===== config.mk =====
export PLATFORM = sky130hd
export DESIGN_NAME = dispatch_demux_1to2
export DESIGN_NICKNAME = d
export VERILOG_FILES = /design/src/rtl/dispatch_demux_1to2.sv
export SDC_FILE = /design/constraint.sdc
export NUM_CORES = 1
export LEC_CHECK = 0
export ABC_AREA = 1
export CORE_MARGIN = 2
export CORE_UTILIZATION = 35
export CTS_CLUSTER_SIZE = 12
export DETAILED_ROUTE_END_ITERATION = 10
export PLACE_DENSITY = 0.69
export SYNTH_ARGS = -nofsm -noshare
export SYNTH_HDL_FRONTEND = slang
export SYNTH_SLANG_ARGS = --single-unit

===== constraint.sdc =====
create_clock -name CLK -period 4.17 [get_ports CLK]
set_clock_uncertainty 0.05 [all_clocks]
set_input_delay 0.834 -clock CLK [delete_from_list [all_inputs] [get_ports CLK]]
set_output_delay 0.834 -clock CLK [all_outputs]
set_load 0.02 [all_outputs]

===== src/rtl/dispatch_demux_1to2.sv =====
// dispatch_demux_1to2: buffered 1-to-2 demux with a DEPTH-entry FIFO per branch and synchronous flush
module dispatch_demux_1to2 #(
    parameter int DATA_WIDTH = 32,
    parameter int DEPTH      = 2,
    localparam int PW        = $clog2(DEPTH),
    localparam int CW        = PW + 1
) (
    input  logic                  CLK,
    input  logic                  RESET,
    input  logic                  FLUSH,
    input  logic [DATA_WIDTH-1:0] IN_DATA,
    input  logic                  IN_SELECT,
    input  logic                  IN_VALID,
    output logic                  IN_READY,
    output logic [DATA_WIDTH-1:0] OUT1_DATA,
    output logic                  OUT1_VALID,
    input  logic                  OUT1_READY,
    output logic [DATA_WIDTH-1:0] OUT2_DATA,
    output logic                  OUT2_VALID,
    input  logic                  OUT2_READY,
    output logic [CW-1:0]         OUT1_COUNT,
    output logic [CW-1:0]         OUT2_COUNT
);
    logic [DATA_WIDTH-1:0] mem_q [2][DEPTH];
    logic [DATA_WIDTH-1:0] mem_d [2][DEPTH];
    logic [PW-1:0]         wr_q [2];
    logic [PW-1:0]         wr_d [2];
    logic [PW-1:0]         rd_q [2];
    logic [PW-1:0]         rd_d [2];
    logic [CW-1:0]         cnt_q [2];
    logic [CW-1:0]         cnt_d [2];
    logic                  full [2];
    logic                  push [2];
    logic                  pop [2];
    logic                  out_rdy [2];

    // Handshake decode and next state for both branches; a full branch never accepts, even while popping
    always_comb begin
        out_rdy[0] = OUT1_READY;
        out_rdy[1] = OUT2_READY;
        for (int b = 0; b < 2; b++) full[b] = cnt_q[b] == CW'(DEPTH);
        IN_READY = ~FLUSH & ~full[IN_SELECT];
        mem_d = mem_q;
        for (int b = 0; b < 2; b++) begin
            push[b] = IN_VALID & IN_READY & (IN_SELECT == 1'(b));
            pop[b]  = (cnt_q[b] != '0) & out_rdy[b] & ~FLUSH;
            if (push[b]) mem_d[b][wr_q[b]] = IN_DATA;
            wr_d[b]  = FLUSH ? '0 : wr_q[b] + PW'(push[b]);
            rd_d[b]  = FLUSH ? '0 : rd_q[b] + PW'(pop[b]);
            cnt_d[b] = FLUSH ? '0 : cnt_q[b] + CW'(push[b]) - CW'(pop[b]);
        end
    end

    // Branch state registers; reset clears memory too so outputs start from a known state
    always_ff @(posedge CLK or posedge RESET) begin
        if (RESET) begin
            mem_q <= '{default: '0};
            for (int b = 0; b < 2; b++) begin
                wr_q[b]  <= '0;
                rd_q[b]  <= '0;
                cnt_q[b] <= '0;
            end
        end else begin
            mem_q <= mem_d;
            wr_q  <= wr_d;
            rd_q  <= rd_d;
            cnt_q <= cnt_d;
        end
    end

    // Outputs are pure functions of registered state; data reads as zero when a branch is empty
    always_comb begin
        OUT1_VALID = cnt_q[0] != '0;
        OUT2_VALID = cnt_q[1] != '0;
        OUT1_DATA  = OUT1_VALID ? mem_q[0][rd_q[0]] : '0;
        OUT2_DATA  = OUT2_VALID ? mem_q[1][rd_q[1]] : '0;
        OUT1_COUNT = cnt_q[0];
        OUT2_COUNT = cnt_q[1];
    end
endmodule


* After elaboration in Yosys (flattened, before gate mapping)
Cells that the tools add are included.
** Word-level totals
- Output and inout port bits :: 71
- Word-level logic and storage cells :: 70
- Register bits after elaboration :: 136
- Bits in latches :: 0
- Bits in read-only memories :: 0
- RAM bits :: 0
- Memories :: 0
- Input bits :: 39
** Operators by class
- Shift-type cells :: 0
- Add/subtract/negate cells :: 8
- Bitwise operators :: 16
- Order comparisons :: 7
- Multipliers :: 0
- Reductions and logical operators :: 4
- Multiplexer cells :: 23
- Div/mod/pow operators :: 0
- Equality and inequality tests :: 2
** Operators with widths (number)
- $mux W32 :: 10
- $bwmux W64 :: 2
- $demux W32 S1 :: 2
- $ge A2 B2 Y1 const B :: 5
- $not A1 Y2 :: 5
- $and A1 B1 Y1 :: 8
- $mux W1 :: 7
- $add A1 B1 Y1 :: 4
- $add A2 B1 Y2 :: 2
- $eq A2 B2 Y1 const B :: 2
- $lt A2 B1 Y1 const B :: 2
- $mux W2 :: 2
- $reduce_bool A2 Y1 :: 2
- $sub A2 B1 Y2 :: 2
- $not A1 Y1 :: 3
- $logic_and A1 B1 Y1 :: 2

* Depth between registers and ports, before layout
- Depth after elaboration :: 11
- Mapped depth :: 11
- Depth with buffers taken out :: 11

* Least setup slack after synthesis
OpenSTA, ideal clock, no wires.
- Path kind :: input to register
- From :: input port IN_SELECT
- To :: register cnt_q, in the netlist OUT2_COUNT[1]
- Arrival :: 2.120 ns
- Path buffers :: 0
- Setup slack :: 1.881 ns
- Library setup time :: 0.119 ns
- Data required time :: 4.001 ns
- Cell stages on the path :: 10
- Cells stage by stage :: inv_1 > nand3_1 > inv_1 > nor2_1 > nand3_1 > ha_1 > inv_1 > ha_1 > a21oi_1 > nor2_1
** RTL lines
- start: declaration :: RTL line 12 : input logic IN_SELECT,
- end signal: assignment :: RTL line 67 : cnt_q <= cnt_d;
- end: declaration :: RTL line 30 : logic [CW-1:0] cnt_q [2];

* Final worst setup path
- From :: register rd_q[1] in the netlist's numbering
- To :: output port OUT1_DATA[28]
** Between the ends
- Word-level cells in the longest chain between the ends :: 5
** RTL lines
- start: declaration :: RTL line 28 : logic [PW-1:0] rd_q [2];
- start signal: assignment :: RTL line 66 : rd_q <= rd_d;
- $not A1 Y2 (not written as such) :: RTL line 75 : OUT1_DATA = OUT1_VALID ? mem_q[0][rd_q[0]] : '0;
- $mux W32 (not written as such) (3 in a row) :: RTL line 75
- $mux W32 :: RTL line 75
- end: declaration :: RTL line 15 : output logic [DATA_WIDTH-1:0] OUT1_DATA,
No other way between the ends. The select of a mux whose other input is x is not followed.

==> impl_metrics.env <==
export IMPL_status="finished, final reports clean"
export IMPL_holdPathStages=1
export IMPL_crit_arrival_ns=2.61
export IMPL_cts_sinks=136
export IMPL_post_dp_hpwl_um=9260
export IMPL_start_kind="register"
export IMPL_drt_iter0_drc=184
export IMPL_hold_buffers=0
export IMPL_ys_dominant_reg_cell="dfrtp_1"
export IMPL_post_route_period_util_pct=83.8
export IMPL_grt_pass1_vias=4475
export IMPL_fillers=1743
export IMPL_cap_viol_max_count=0
export IMPL_fp_dieArea_um2=20400
export IMPL_most_common_layout_cells="134 x dfrtp_1, 109 x clkdlybuf4s50_1, 76 x inv_1, 73 x nand2_1, 72 x o21ai_0"
export IMPL_stdcell_count=963
export IMPL_ys_async_sr_fraction_pct=100
export IMPL_yosys_warnings=0
export IMPL_critPathKind="reg2out"
export IMPL_ios=110
export IMPL_die_width_um=143
export IMPL_clk_pin_slew_worst_paths_ns=0.05
export IMPL_synth_cell_area_um2=6740
export IMPL_fin_crit_ns=3.49
export IMPL_gp_congestion=0.827
export IMPL_synth_edf_count=0
export IMPL_final_util_pct=44.8
export IMPL_start_util_pct=35.9
export IMPL_final_setup_tns_ns=0
export IMPL_setup_worst_path_end_class="primary output"
export IMPL_syn_area_per_cell_um2=10.8
export IMPL_rows=50
export IMPL_cts_tree="yes"
export IMPL_die_h_um=143
export IMPL_final_hold_viol_count=0
export IMPL_clk_latency_ns=0.41
export IMPL_seq_area_frac_synth_pct=50.5
export IMPL_num_vias=4576
export IMPL_postCtsSetupRepairBufs=0
export IMPL_synthCells=623
export IMPL_worstMarginPinSlew_ns=0.833
export IMPL_r2r_cells=6
export IMPL_cts_resized=0
export IMPL_ir_worst_vdd_mv=0.293
export IMPL_n_antenna_cell=0
export IMPL_startpoint="rd_q[1]"
export IMPL_slew_headroom_pct=44.4
export IMPL_cts_inserted_buffers=17
export IMPL_seq_area_um2=3410
export IMPL_cts_root_buf="clkbuf_16"
export IMPL_hold_path_startpoint="mem_q[105]"
export IMPL_crit_required_ns=3.29
export IMPL_synth_fp_nets=670
export IMPL_power_total_uw=4420
export IMPL_multi_input_area_um2=2640
export IMPL_setup_viol=0
export IMPL_placed_cells=933
export IMPL_wl_per_cell_um=15.3
export IMPL_reg2reg_setup_slack_ns=1.92
export IMPL_slew_violations=0
export IMPL_design_core_area_um2=18800
export IMPL_first_pass_iters=4
export IMPL_rsz0062_at_grt="no"
export IMPL_drt_total_wl_um=14700
export IMPL_grt_pass1_wl_um=24000
export IMPL_htree_levels=4
export IMPL_synth_distinct_cells=23
export IMPL_power_density_nw_per_um2=525
export IMPL_max_freq_mhz=286
export IMPL_layout_commonest_cell="dfrtp_1"
export IMPL_p_leak_uw=0.00364
export IMPL_io_buffers=109
export IMPL_ys_seq_elements=136
export IMPL_cp_slowest_cell="dfrtp_2"
export IMPL_area_delta_synth_final_pct=24.9
export IMPL_whs_endpoint="mem_q[105]"
export IMPL_drc=0
export IMPL_grt_max_degree=137
export IMPL_grt_ovfl_total=0
export IMPL_slowest_delay_ns=0.89
export IMPL_crit_path_max_fanout=47
export IMPL_antenna_left=0
export IMPL_routed_via_density=4.75
export IMPL_hold_path_class="reg2reg"
export IMPL_r2r_end="mem_q[61]"
export IMPL_antenna_found_initial=0
export IMPL_clockBufferDepth=2
export IMPL_crit_chain="buf_4, o21ai_1, a21oi_1, clkdlybuf4s50_1"
export IMPL_final_nets=765
export IMPL_layout_drive_gt1_share_pct=22.6
export IMPL_r2r_start="OUT1_COUNT[1]"
export IMPL_track_usage_pct=15.3
==> registers in the layout, summed over array words and instances (netlist names) <==
register	flops
mem_q	128
OUT1_COUNT	2
OUT2_COUNT	2
rd_q	2
wr_q	2
==> cell usage after synthesis (4+ instances only) <==
master    instances  area share (%)
dfrtp_1         136              51
inv_1            77             4.3
nand2_1          73             4.1
o21ai_0          72             5.3
mux2_4           60              13
a21oi_1          40             3.0
a21oi_2          28             3.6
o21ai_1          28             2.1
o21ai_2          28             3.6
buf_2            14             1.0
nor2_1           12            0.67
buf_12            9             2.7
ha_1              8             1.5
buf_6             7             1.2
nand3_1           7            0.52
clkbuf_2          6            0.45
buf_4             5            0.56
mux2_2            4            0.67
==> where the power goes <==
part | total [uW] | internal [uW] | switching [uW]
clock network | 1440 | 910 | 530
registers | 1880 | 1690 | 191
logic | 1100 | 532 | 564
==> cell families after synthesis <==
logic type               count (synthesis)  share of synthesized area (%)
AO/OA/AOI/OAI                          196                           17.7
adder cells (fa/ha/maj)                  8                           1.49
buffers and inverters                  121                           10.5
flip-flops                             136                           50.5
multiplexers                            64                           14.0
AND/OR/NAND/NOR                         98                           5.81
==> per-layer routing <==
metal  up-vias  wire (um)  track usage, %
li1       2246          -               -
met2        96       6380            22.7
met3        17        616            3.52
met1      2217       7530            21.9
met4         0        223            5.32
met5         -          0               0
==> critical path, delay by kind of cell, from the launching register on <==
family / cells / cell delay [ns]
DFF: 1 / 0.89
buffers and inverters: 2 / 1.06
AOI/OAI and AO/OA: 2 / 0.25
==> worst max path at each step <==
| stage | endpoint | slack [ns] | cells past startpoint |
|---|---|---|---|
| CTS | OUT1_DATA[28] | 0.64 | 4 |
| global route | OUT1_DATA[28] | 0.49 | 4 |
| floorplan | OUT1_COUNT[0] | 1.59 | 1 |
| global placement | IN_READY | 0.92 | 5 |
| detailed placement | mem_q[61] | 0.86 | 7 |
| finish | OUT1_DATA[28] | 0.68 | 4 |
==> metrics by stage <==
stage                     setup slack [ns]  instance area [um2]  hold WS (ns)
after global routing                 0.486                 8420         0.468
after floorplan                       1.59                 6740         0.425
after CTS                            0.640                 8420         0.455
final                                0.676                 8420         0.455
after detailed placement             0.858                 7850         0.440
after global placement               0.919                 7850         0.436
==> area by class of cell <==
cell class | count | share of cell area [%]
sequential | 136 | 40.5
multi-input combinational | 366 | 31.4
timing repair buffer | 118 | 14.4
clock buffer | 28 | 6.26
inverter | 79 | 3.63
tap | 234 | 3.48
clock inverter | 2 | 0.416
No activity file was read; power rests on OpenSTA's default activity.
